<file path="config.mk">
export PLATFORM = sky130hd
export DESIGN_NAME = xor_fault_monitor
export DESIGN_NICKNAME = d
export VERILOG_FILES = /design/src/rtl/xor_fault_monitor.sv
export SDC_FILE = /design/constraint.sdc
export NUM_CORES = 1
export LEC_CHECK = 0
export ABC_AREA = 1
export BUFFER_PORTS_ARGS = -buffer_cell sky130_fd_sc_hd__clkbuf_2
export CAP_MARGIN = 20
export CORE_ASPECT_RATIO = 0.75
export CORE_MARGIN = 4
export CORE_UTILIZATION = 59
export CTS_CLUSTER_SIZE = 20
export DETAILED_ROUTE_END_ITERATION = 10
export GPL_TIMING_DRIVEN = 0
export PLACE_DENSITY = 0.89
export SYNTH_ARGS = -nofsm -noshare
export SYNTH_HDL_FRONTEND = slang
export SYNTH_SLANG_ARGS = --single-unit
</file>
<file path="constraint.sdc">
create_clock -name sysclk -period 4.8 [get_ports sysclk]
set_input_delay 1.44 -clock sysclk [delete_from_list [all_inputs] [get_ports sysclk]]
set_output_delay 1.44 -clock sysclk [all_outputs]
set_load 0.05 [all_outputs]
</file>
<file path="src/rtl/xor_fault_monitor.sv">
// xor_fault_monitor: sweeps the target XOR gate inputs through every pattern,
// samples the synchronised gate output after a settle delay and records any
// parity mismatch (laser-induced fault) for readout.
module xor_fault_monitor #(
  parameter int unsigned WIDTH         = 6,
  parameter int unsigned SETTLE_CYCLES = 4,
  parameter int unsigned CNT_W         = 16
) (
  input  logic             sysclk,
  input  logic             reset,
  input  logic             start,
  input  logic             stop,
  input  logic             clear,
  input  logic             q_in,
  output logic [WIDTH-1:0] a_out,
  output logic             osc_en,
  output logic             busy,
  output logic             fault_pulse,
  output logic [CNT_W-1:0] fault_count,
  output logic [CNT_W-1:0] vec_count,
  output logic [WIDTH-1:0] last_fault_a,
  output logic             last_fault_q
);

  localparam int unsigned SET_W = $clog2(SETTLE_CYCLES + 1);
  localparam logic [SET_W-1:0] SETTLE_LAST = SET_W'(SETTLE_CYCLES - 1);

  typedef enum logic [1:0] {
    ST_IDLE   = 2'd0,
    ST_DRIVE  = 2'd1,
    ST_SAMPLE = 2'd2
  } state_t;

  state_t             r_state;
  state_t             w_state_nxt;
  logic               r_q_meta;
  logic               r_q_s;
  logic [SET_W-1:0]   r_settle;
  logic               r_stop_pend;
  logic [WIDTH-1:0]   r_a;
  logic               r_busy;
  logic               r_fault_pulse;
  logic [CNT_W-1:0]   r_fault_cnt;
  logic [CNT_W-1:0]   r_vec_cnt;
  logic [WIDTH-1:0]   r_lfa;
  logic               r_lfq;

  logic               w_settle_clr;
  logic               w_settle_inc;
  logic               w_do_sample;
  logic               w_do_clear;
  logic               w_mismatch;

  assign w_mismatch = r_q_s != (^r_a);

  // State register.
  always_ff @(posedge sysclk) begin
    if (reset) r_state <= ST_IDLE;
    else       r_state <= w_state_nxt;
  end

  // Next-state logic: a vector always completes; stop only decides what follows SAMPLE.
  always_comb begin
    w_state_nxt = r_state;
    unique case (r_state)
      ST_IDLE:   if (start && !stop) w_state_nxt = ST_DRIVE;
      ST_DRIVE:  if (r_settle == SETTLE_LAST) w_state_nxt = ST_SAMPLE;
      ST_SAMPLE: w_state_nxt = (r_stop_pend || stop) ? ST_IDLE : ST_DRIVE;
      default:   w_state_nxt = ST_IDLE;
    endcase
  end

  // Per-state control strobes.
  always_comb begin
    w_settle_clr = 1'b0;
    w_settle_inc = 1'b0;
    w_do_sample  = 1'b0;
    w_do_clear   = 1'b0;
    unique case (r_state)
      ST_IDLE: begin
        w_settle_clr = 1'b1;
        w_do_clear   = clear;
      end
      ST_DRIVE:  w_settle_inc = (r_settle != SETTLE_LAST);
      ST_SAMPLE: begin
        w_do_sample  = 1'b1;
        w_settle_clr = 1'b1;
      end
      default: w_settle_clr = 1'b1;
    endcase
  end

  // Two-flop synchroniser for the asynchronous gate output.
  always_ff @(posedge sysclk) begin
    if (reset) begin
      r_q_meta <= 1'b0;
      r_q_s    <= 1'b0;
    end else begin
      r_q_meta <= q_in;
      r_q_s    <= r_q_meta;
    end
  end

  // Settle counter, pending-stop flag and busy flag.
  always_ff @(posedge sysclk) begin
    if (reset) begin
      r_settle    <= '0;
      r_stop_pend <= 1'b0;
      r_busy      <= 1'b0;
    end else begin
      if (w_settle_clr)      r_settle <= '0;
      else if (w_settle_inc) r_settle <= r_settle + SET_W'(1);
      r_stop_pend <= (w_state_nxt == ST_IDLE) ? 1'b0 : (r_stop_pend | stop);
      r_busy      <= (w_state_nxt != ST_IDLE);
    end
  end

  // Pattern generator, counters and fault latches.
  always_ff @(posedge sysclk) begin
    if (reset) begin
      r_a           <= '0;
      r_fault_pulse <= 1'b0;
      r_fault_cnt   <= '0;
      r_vec_cnt     <= '0;
      r_lfa         <= '0;
      r_lfq         <= 1'b0;
    end else begin
      r_fault_pulse <= w_do_sample & w_mismatch;
      if (w_do_clear) begin
        r_fault_cnt <= '0;
        r_vec_cnt   <= '0;
        r_lfa       <= '0;
        r_lfq       <= 1'b0;
      end else if (w_do_sample) begin
        r_vec_cnt <= r_vec_cnt + CNT_W'(1);
        r_a       <= r_a + WIDTH'(1);
        if (w_mismatch) begin
          if (r_fault_cnt != {CNT_W{1'b1}}) r_fault_cnt <= r_fault_cnt + CNT_W'(1);
          r_lfa <= r_a;
          r_lfq <= r_q_s;
        end
      end
    end
  end

  assign a_out        = r_a;
  assign osc_en       = 1'b0;
  assign busy         = r_busy;
  assign fault_pulse  = r_fault_pulse;
  assign fault_count  = r_fault_cnt;
  assign vec_count    = r_vec_cnt;
  assign last_fault_a = r_lfa;
  assign last_fault_q = r_lfq;

endmodule

</file>
==> results of run 1 <==
==> cell type report <==
class | count | area [µm²] | share of cell area [%]
inverter | 47 | 176.4 | 5.540
timing repair buffer | 52 | 260.3 | 8.173
buffer | 11 | 60.06 | 1.886
tap | 57 | 71.32 | 2.240
multi-input combinational | 288 | 1415 | 44.44
clock buffer | 8 | 100.1 | 3.143
sequential | 55 | 1101 | 34.58
==> kinds of logic after synthesis <==
logic type,after synthesis
flip-flops,55
AND/OR/NAND/NOR,221
XOR/XNOR,9
other,1
buffers and inverters,58
adder cells (fa/ha/maj),6
AO/OA/AOI/OAI,51
==> report_power, final <==
part | leakage [nW] | internal [mW] | switching (mW) | total (mW)
sequential | 0.444 | 0.459 | 0.00141 | 0.460
combinational | 0.890 | 0.00894 | 0.0231 | 0.0320
clock | 0.0515 | 0.132 | 0.144 | 0.276
total | 1.39 | 0.600 | 0.168 | 0.768
==> worst max-delay path, stage by stage <==
cell      delay (ns)
clkbuf_2        0.13
a21oi_1         0.58
inv_1           0.22
clkbuf_1        0.29
a21oi_1         0.18
==> path summary, 6_finish.rpt <==
path	from	endpoint	slack, ns	cells after the start
worst max-delay path	reset	fault_count[3]	2.20	5
worst min-delay path	r_q_meta	r_q_s	0.41	2
worst max register to register	a_out[2]	fault_count[5]	2.97	10
worst min register to register	r_q_meta	r_q_s	0.41	2
==> placed cells by master, fill, tap and decap left out, drive strengths merged <==
| cell type | Yosys | routed |
|---|---|---|
| o21bai | 1 | 1 |
| nand3b | 3 | 3 |
| nor3 | 10 | 10 |
| o21ai | 11 | 11 |
| conb | 1 | 1 |
| a311oi | 1 | 1 |
| nand4 | 13 | 13 |
| nand3 | 28 | 28 |
| nand2 | 112 | 112 |
| nor3b | 1 | 1 |
| clkbuf | 2 | 62 |
| a21oi | 36 | 36 |
| inv | 47 | 47 |
| nor2 | 54 | 54 |
| xnor2 | 1 | 1 |
| buf | 9 | 9 |
| dfxtp | 55 | 55 |
| ha | 6 | 6 |
| xor2 | 8 | 8 |
| a31oi | 2 | 2 |
==> through the flow <==
step                setup slack, ns  hold WS (ns)
floorplan                     2.490        0.3883
global placement              1.916        0.3967
detailed placement            1.877        0.3995
CTS                           2.196        0.4144
global route                  2.004        0.4383
finish                        2.196        0.4099
==> registers in the layout, summed over array words and instances (netlist names) <==
register and flops:
vec_count 16, last_fault_q 1, fault_pulse 1, r_q_s 1, fault_count 16, r_q_meta 1, a_out 6, r_stop_pend 1
busy 1, r_settle 3, last_fault_a 6, r_state 2
==> cells in the mapped netlist (all sizes together) <==
cell	n
nand4	13
a31oi	2
o21bai	1
nand3	28
dfxtp	55
buf	9
a21oi	36
nor3b	1
clkbuf	2
nand2	112
nand3b	3
a311oi	1
nor3	10
o21ai	11
xnor2	1
nor2	54
ha	6
inv	47
conb	1
xor2	8
==> layer usage <==
layer / wire, µm / track usage, % / vias up
met5: 0 / 0 / -
met4: 74 / 6.809 / 0
met3: 430 / 4.024 / 8
met2: 2822 / 37.41 / 85
met1: 2927 / 30.19 / 1243
li1: - / - / 1399
==> flow_metrics.tcl, run 1 <==
set metrics [dict create \
    wl_per_cell_um 12.07 \
    p_per_area_nw_per_um2 241.3 \
    routed_wl_mm 6.254 \
    drive_above_1_share_pct 16.92 \
    antenna_left 0 \
    synth_seq_area_share_pct 40.00 \
    synth_simple_gate_area_share_pct 35.68 \
    cts_tree "built" \
    port_buffers 52 \
    num-nets-final 472 \
    drc 0 \
    antenna_found_initial 0 \
    synthMuxAreaShare_pct 0 \
    critPathArrivalTime_ns 2.84 \
    yosysTopAreaCellShare_pct 40.00 \
    place_congestion 0.8916 \
    clk_path_buf_depth 2 \
    grt.total_usage_pct 22.58 \
    cts_made_buffers 5 \
    path_class "in -> reg" \
    core_area_um2 4493 \
    ctsResizeCount 0 \
    ys.warnings.count 0 \
    synth_xor_area_share_pct 3.136 \
    power_mw 0.7684 \
    io_pins 54 \
    hpwlAfterDp_mm 4.712 \
    syn_avg_cell_area_um2 6.864 \
    clk_latency_ns 0.31 \
    rsz0062_at_grt "no" \
    hp-class "reg -> reg" \
    htreeDepth 2 \
    synth-seq-cells 55 \
    syn-instance-count 401 \
    synth_area_leaders "dfxtp_1 40%, nand2_1 15%, nor2_1 7.0%, inv_1 6.4%, a21oi_1 6.4%" \
    critPathMaxFanout 10 \
    max_cap_viol_count 0 \
    cts_setup_buffers 0 \
    ctsHoldBuffers 0 \
    antenna_cells 0 \
    final_area_um2 3184 \
    slew_viol_final 0 \
    drt_pass1_iterations 4 \
    worstSetupEndpointType "register" \
    p_leak_nw 1.385 \
    grt_pass1_vias 2478 \
    vias 2735 \
    placed_cells 510 \
    slew_headroom_pct 52.35 \
    start_util_pct 61.26 \
    die_h_um 67.16 \
    grt_pass1_wl_mm 10.66 \
    ir_drop_mv 0.2187 \
    grt_start_max_net_pins 16 \
    tns_ns 0 \
    grt_overflow 0 \
    cts.root.buffer_cell "clkbuf_8" \
    viasPerCell 5.280 \
    period_minus_slack_ns 2.604 \
    finalCritPeriodShare_pct 54.25 \
    timing.fmax_ghz 0.3840 \
    fin_skew_ns 0.008371 \
    die_area_um2 5834 \
    cts_sinks 55 \
    yosys.area.top_type "dfxtp_1" \
    synth_top_family_by_area "simple AND/OR/NAND/NOR gates" \
    rows 21 \
    startpoint_type "input pin" \
    place_area_um2 3084 \
    worstMarginPinSlew_ns 0.7147 \
    netlist_area_um2 2753 \
    outcome "finished, final reports clean" \
    synth_fa_ha_area_share_pct 2.727 \
    syn_nets 413 \
    clk_pin_slew_ns 0.09 \
    drt-initial-drc-count 146 \
    die_w_um 86.87 \
    required_ns 5.04 \
    n_fill_cell 391 \
    finalSetupViolations 0 \
    synth_cell_types 32 \
    fin_util_pct 70.87 \
    hold_violations 0 \
    area_growth_syn_to_layout_pct 15.68 \
    stdcell_count 518 \
    synth_compound_area_share_pct 9.727 \
]
Power figures use the tool's default switching activity.
==> inputs of run 2 (changes only) <==
ABC_AREA = 0   (was 1)
CORE_UTILIZATION = 48   (was 59)
PLACE_DENSITY = 0.79   (was 0.89)
clock period = 2.3 ns   (was 4.8 ns; I/O delays follow)
==> run 2 against run 1 <==
Against the previous run: highest routed layer unchanged; synthesized cell count decreased by 30%; non-clock buffer count increased by 5; die area increased by 7.0%; clock skew decreased by 0.0010 ns; design area decreased by 8.7%; sequential share of layout area increased by 3.7 points; largest power group unchanged; combinational power increased by 110%; first-iteration DRC count decreased by 25%; routed wire length decreased by 14%; register-to-register slack got worse by 2.9 ns; via count decreased by 20%; critical endpoint is now fault_count[8].
==> flow_metrics.tcl, run 2 <==
set metrics [dict create \
    outcome "finished, final reports clean" \
    timing.fmax_ghz 0.4527 \
    ys.warnings.count 0 \
    worstSetupEndpointType "register" \
    drc 0 \
    rows 22 \
    mostFrequentLayoutCells "52 x clkbuf_2, 50 x dfxtp_1, 44 x nor2_1" \
    viasPerCell 5.394 \
    use_met1_pct 24.43 \
    clk_latency_ns 0.31 \
    period_minus_slack_ns 2.209 \
    grt.total_usage_pct 17.06 \
    synth_ff_type "dfxtp_1" \
    synth_edf_count 0 \
    hpwlAfterDp_mm 3.911 \
    yosysMostFrequentCell "dfxtp_1" \
    cts.root.buffer_cell "clkbuf_8" \
    fin_skew_ns 0.007337 \
    use_met2_pct 25.58 \
    p_leak_nw 1.148 \
    port_buffers 52 \
    min_from "r_q_meta" \
    htreeDepth 2 \
    synth-seq-cells 55 \
    place_ws_ns -0.03720 \
    path_class "reg -> reg" \
    rr_startpoint "a_out[1]" \
    core_area_um2 4872 \
    routed_wl_mm 5.348 \
    startpoint_type "register" \
    yosys.area.top_type "dfxtp_1" \
    tns_ns 0 \
    area_growth_syn_to_layout_pct 20.30 \
    critPathArrivalTime_ns 2.45 \
    grt_util_met3_pct 4.338 \
    finalSetupViolations 0 \
    hold_end "r_q_s" \
    io_pins 54 \
    cts_sinks 55 \
    synth_area_leaders "dfxtp_1 46%, nor2_1 6.8%, xor2_1 5.8%, nand2_1 5.1%, xnor2_1 4.4%" \
    slew_headroom_pct 56.80 \
    place_congestion 0.8916 \
    num-nets-final 355 \
    hp-class "reg -> reg" \
    grt_pass1_wl_mm 9.025 \
    syn-instance-count 282 \
    yosysTopAreaCellShare_pct 45.57 \
    synth_seq_area_share_pct 45.57 \
    vias 2179 \
    netlist_area_um2 2416 \
    slew_viol_final 0 \
    synth_cell_types 43 \
    power_mw 1.544 \
    reg2reg_depth 7 \
    hold_violations 0 \
    max_cap_viol_count 0 \
    gr-max-usage-layer "met2" \
    critPathMaxFanout 8 \
    async_flop_share_pct 0 \
    crit-reg2reg-capture "fault_count[8]" \
    antenna_cells 0 \
    layout_commonest_cell "clkbuf_2" \
    p_per_area_nw_per_um2 531.1 \
    reg2reg_slack_ns 0.09 \
    start_util_pct 49.59 \
    grt_start_max_net_pins 16 \
    drt_pass1_iterations 4 \
    wl_per_cell_um 13.24 \
    rsz0062_at_grt "no" \
    clk_path_buf_depth 2 \
    worst_slack_ns 0.09089 \
    grt_pass1_vias 1961 \
    grt_overflow 0 \
    ir_drop_mv 0.3886 \
    fin_util_pct 59.66 \
    syn_avg_cell_area_um2 8.568 \
    antenna_found_initial 0 \
    clk_pin_slew_ns 0.10 \
    cts_made_buffers 5 \
    drt-initial-drc-count 109 \
    syn_nets 294 \
    worstMarginPinSlew_ns 0.6480 \
    die_w_um 89.92 \
    required_ns 2.54 \
    cts_tree "built" \
    ctsHoldBuffers 0 \
    die_area_um2 6244 \
    holdPathStages 1 \
    finalCritPeriodShare_pct 96.05 \
    die_h_um 69.44 \
    antenna_left 0 \
    drive_above_1_share_pct 22.38 \
    synth.top_cells.by_count "55 x dfxtp_1, 44 x nor2_1, 33 x nand2_1" \
    hold_ws_ns 0.4542 \
]
==> run 2: changes by cell type in the layout (fill, tap and decap cells not counted), moves of 9 or more <==
cell	before	now
a21oi_1	35	17
o21ai_0	11	1
xnor2_1	1	10
nand3_1	26	12
nand2_1	110	33
inv_1	47	5
xor2_1	7	16
==> run 2: power by group <==
group | leakage (nW) | internal (mW) | total (mW) | switching (mW)
Clock | 0.0422 | 0.215 | 0.520 | 0.305
Combinational | 0.659 | 0.0212 | 0.0668 | 0.0455
Sequential | 0.447 | 0.955 | 0.957 | 0.00208
==> run 2: cell families after synthesis <==
group / count (synthesis) / synth area share [%]
AO/OA/AOI/OAI: 33 / 8.390
XOR/XNOR: 29 / 11.08
adder cells (fa/ha/maj): 6 / 3.107
buffers and inverters: 19 / 3.262
flip-flops: 55 / 45.57
multiplexers: 3 / 1.243
other: 1 / 0.1552
AND/OR/NAND/NOR: 136 / 27.19
==> run 2: routing by layer <==
layer,routed length (µm),vias up
met5,0,-
met4,38,0
met3,305,7
met2,2430,55
met1,2574,1021
li1,-,1096
==> run 2: how the worst max path moves through the flow <==
stage / startpoint / end / slack (ns) / depth (start not counted)
finish: a_out[1] / fault_count[8] / 0.09 / 7
CTS: a_out[2] / fault_count[8] / 0.07 / 7
global route: a_out[1] / fault_count[8] / 0.006 / 7
floorplan: a_out[0] / fault_count[8] / 0.03 / 7
detailed placement: a_out[0] / fault_count[8] / -0.04 / 7
global placement: a_out[0] / fault_count[8] / 0.008 / 7
==> run 2: worst max-delay path: stages (launching register included) <==
cell	delay [ns]
dfxtp_4	0.38
ha_4	0.27
xnor3_1	0.24
xnor2_2	0.17
or3_1	0.37
buf_6	0.15
or4_4	0.41
a21oi_2	0.14
==> run 2: metrics by stage <==
step,cells,instance area [µm²]
finish,404,2907
global route,404,2907
CTS,402,2867
detailed placement,394,2775
global placement,394,2775
floorplan,282,2440
==> run 2: final cells by class <==
| type | count | area [µm²] |
|---|---|---|
| clock buffer | 7 | 76.32 |
| multi-input combinational | 208 | 1277 |
| buffer | 14 | 66.31 |
| clock inverter | 1 | 5.005 |
| fill | 446 | 1966 |
| timing repair buffer | 54 | 275.3 |
| sequential | 55 | 1112 |
| tap | 60 | 75.07 |
| inverter | 5 | 18.77 |
==> run 2: repair_timing <==
action	in CTS	in global routing
pin swaps	1	0
setup endpoints to repair	3	6
buffers inserted	0	2
resized for setup	2	5
hold endpoints to repair	0	0
==> inputs of run 3 (changes only) <==
CORE_UTILIZATION = 34   (was 48)
CTS_CLUSTER_DIAMETER = 30   (was default)
PLACE_DENSITY = 0.6   (was 0.79)
clock period = 1.8 ns   (was 2.3 ns; I/O delays follow)
==> run 3 against run 2 <==
Against the previous run: the flow now finishes with violations (negative setup slack); sequential power increased by 27%; clock skew increased by 0.0090 ns; largest power group unchanged; combinational power increased by 47%; critical path type unchanged; setup slack got worse by 0.41 ns; clock power increased by 48%; count of clock-buffer cells in the layout decreased by 1; routed wire length increased by 11%; sequential share of layout area decreased by 3.0 points.
==> flow_metrics.tcl, run 3 (synthesis results as in run 2) <==
set metrics [dict create \
    outcome "finished, violations left" \
    violations "negative setup slack" \
    path_cells "ha_4 -> xnor3_1 -> xnor2_2 -> or3_1 -> buf_6 -> or4_4 -> a21oi_2" \
    finalSetupViolations 13 \
    cts_tree "built" \
    viasPerCell 4.854 \
    period_minus_slack_ns 2.124 \
    critPathArrivalTime_ns 2.38 \
    ir_drop_mv 0.2901 \
    cp_slowest_stage_delay_ns 0.41 \
    place_area_um2 2923 \
    die_w_um 105.3 \
    io_pins 54 \
    critPathMaxFanout 5 \
    worstMarginPinSlew_ns 0.7457 \
    mostFrequentLayoutCells "54 x clkbuf_2, 42 x nor2_1, 31 x dfxtp_1" \
    tns_ns -1.783 \
    hp-class "in -> reg" \
    antenna_left 0 \
    worst_slack_ns -0.3240 \
    slew_viol_final 0 \
    vias 2155 \
    hold_violations 0 \
    fin_skew_ns 0.01634 \
    core_area_um2 6864 \
    finalCritPeriodShare_pct 118.0 \
    cts_made_buffers 5 \
    crit_slowest_cell "or4_4" \
    endpoint "fault_count[8]" \
    placed_cells 432 \
    clk_pin_slew_ns 0.10 \
    startpoint_type "register" \
    die_h_um 81.01 \
    place_congestion 0.7352 \
    p_per_area_nw_per_um2 642.7 \
    grt_start_max_net_pins 19 \
    grt_pass1_vias 2090 \
    slew_headroom_pct 50.29 \
    reg2reg_slack_ns -0.32 \
    layout_commonest_cell "clkbuf_2" \
    power_mw 2.084 \
    drc 0 \
    critPathBufInv 1 \
    stdcell_count 444 \
    worstSetupPathDepth 7 \
    clk_latency_ns 0.33 \
    final_area_um2 3243 \
    crit-reg2reg-capture "fault_count[8]" \
    place_ws_ns -0.3254 \
    cts_sinks 55 \
    grt.total_usage_pct 15.00 \
    hpwlAfterDp_mm 4.222 \
    startpoint "a_out[1]" \
    area_growth_syn_to_layout_pct 34.23 \
    hold_ws_ns 0.4230 \
    antenna_cells 0 \
    timing.fmax_ghz 0.4708 \
    drive_above_1_share_pct 38.44 \
    drt-initial-drc-count 66 \
    ctsHoldBuffers 0 \
    die_area_um2 8533 \
    htreeDepth 2 \
    num-nets-final 357 \
    cts.root.buffer_cell "clkbuf_8" \
    rsz0062_at_grt "yes" \
    clk_path_buf_depth 2 \
    path_class "reg -> reg" \
    antenna_found_initial 0 \
    p_leak_nw 1.243 \
    fin_util_pct 47.25 \
    grt_pass1_wl_mm 10.29 \
    rows 26 \
    drt_pass1_iterations 4 \
    grt_overflow 0 \
    reg2reg_depth 7 \
    routed_wl_mm 5.917 \
    rr_startpoint "a_out[1]" \
    required_ns 2.06 \
    worstSetupEndpointType "register" \
    wl_per_cell_um 13.33 \
    crit_family "simple AND/OR/NAND/NOR gates" \
    max_cap_viol_count 0 \
    port_buffers 52 \
    start_util_pct 35.20 \
]
==> run 3: changes by cell type in the layout (fill, tap and decap cells not counted), moves of 3 or more <==
cell | before | now
buf_6 | 1 | 5
nor4_1 | 8 | 1
nor4_2 | 1 | 5
dfxtp_1 | 50 | 31
nor4_4 | 0 | 3
a21oi_1 | 17 | 12
dfxtp_2 | 3 | 19
nand2_2 | 0 | 4
a21oi_2 | 1 | 6
dfxtp_4 | 2 | 5
clkbuf_1 | 11 | 3
nand2_1 | 33 | 29
==> run 3: where the power goes <==
group	total (mW)	internal [mW]	switching [mW]	leakage, nW
registers	1.22	1.22	0.00270	0.458
logic	0.0984	0.0343	0.0640	0.733
clock network	0.768	0.323	0.444	0.0522
==> run 3: worst min path at each step <==
stage / startpoint / endpoint / slack [ns] / depth (start not counted)
finish: q_in / r_q_meta / 0.42 / 2
global route: q_in / r_q_meta / 0.42 / 2
CTS: q_in / r_q_meta / 0.41 / 2
detailed placement: last_fault_a[4] / last_fault_a[4] / 0.45 / 2
global placement: r_q_s / last_fault_q / 0.44 / 2
floorplan: r_q_meta / r_q_s / 0.41 / 1
==> run 3: layout make-up <==
cell class,instances,area (µm²)
plain buffers,10,63.81
clock buffers,6,82.58
clock inverters,2,17.52
fillers,691,3621
inverters,5,18.77
multi-input cells,208,1443
flip-flops and latches,55,1144
well taps,98,122.6
repair buffers,60,351.6
==> run 3: timing repair <==
action                     CTS  global route
cloned                       0             0
pin swaps                   15            12
resized for setup           23            19
buffers inserted             7             1
setup endpoints to repair   25            40
==> run 3: metal layers <==
| metal | part of all wire, % | track usage, % |
|---|---|---|
| met5 | 0 | 0 |
| met4 | 1.2 | 4.194 |
| met3 | 6.5 | 4.845 |
| met2 | 44 | 22.84 |
| met1 | 49 | 20.47 |
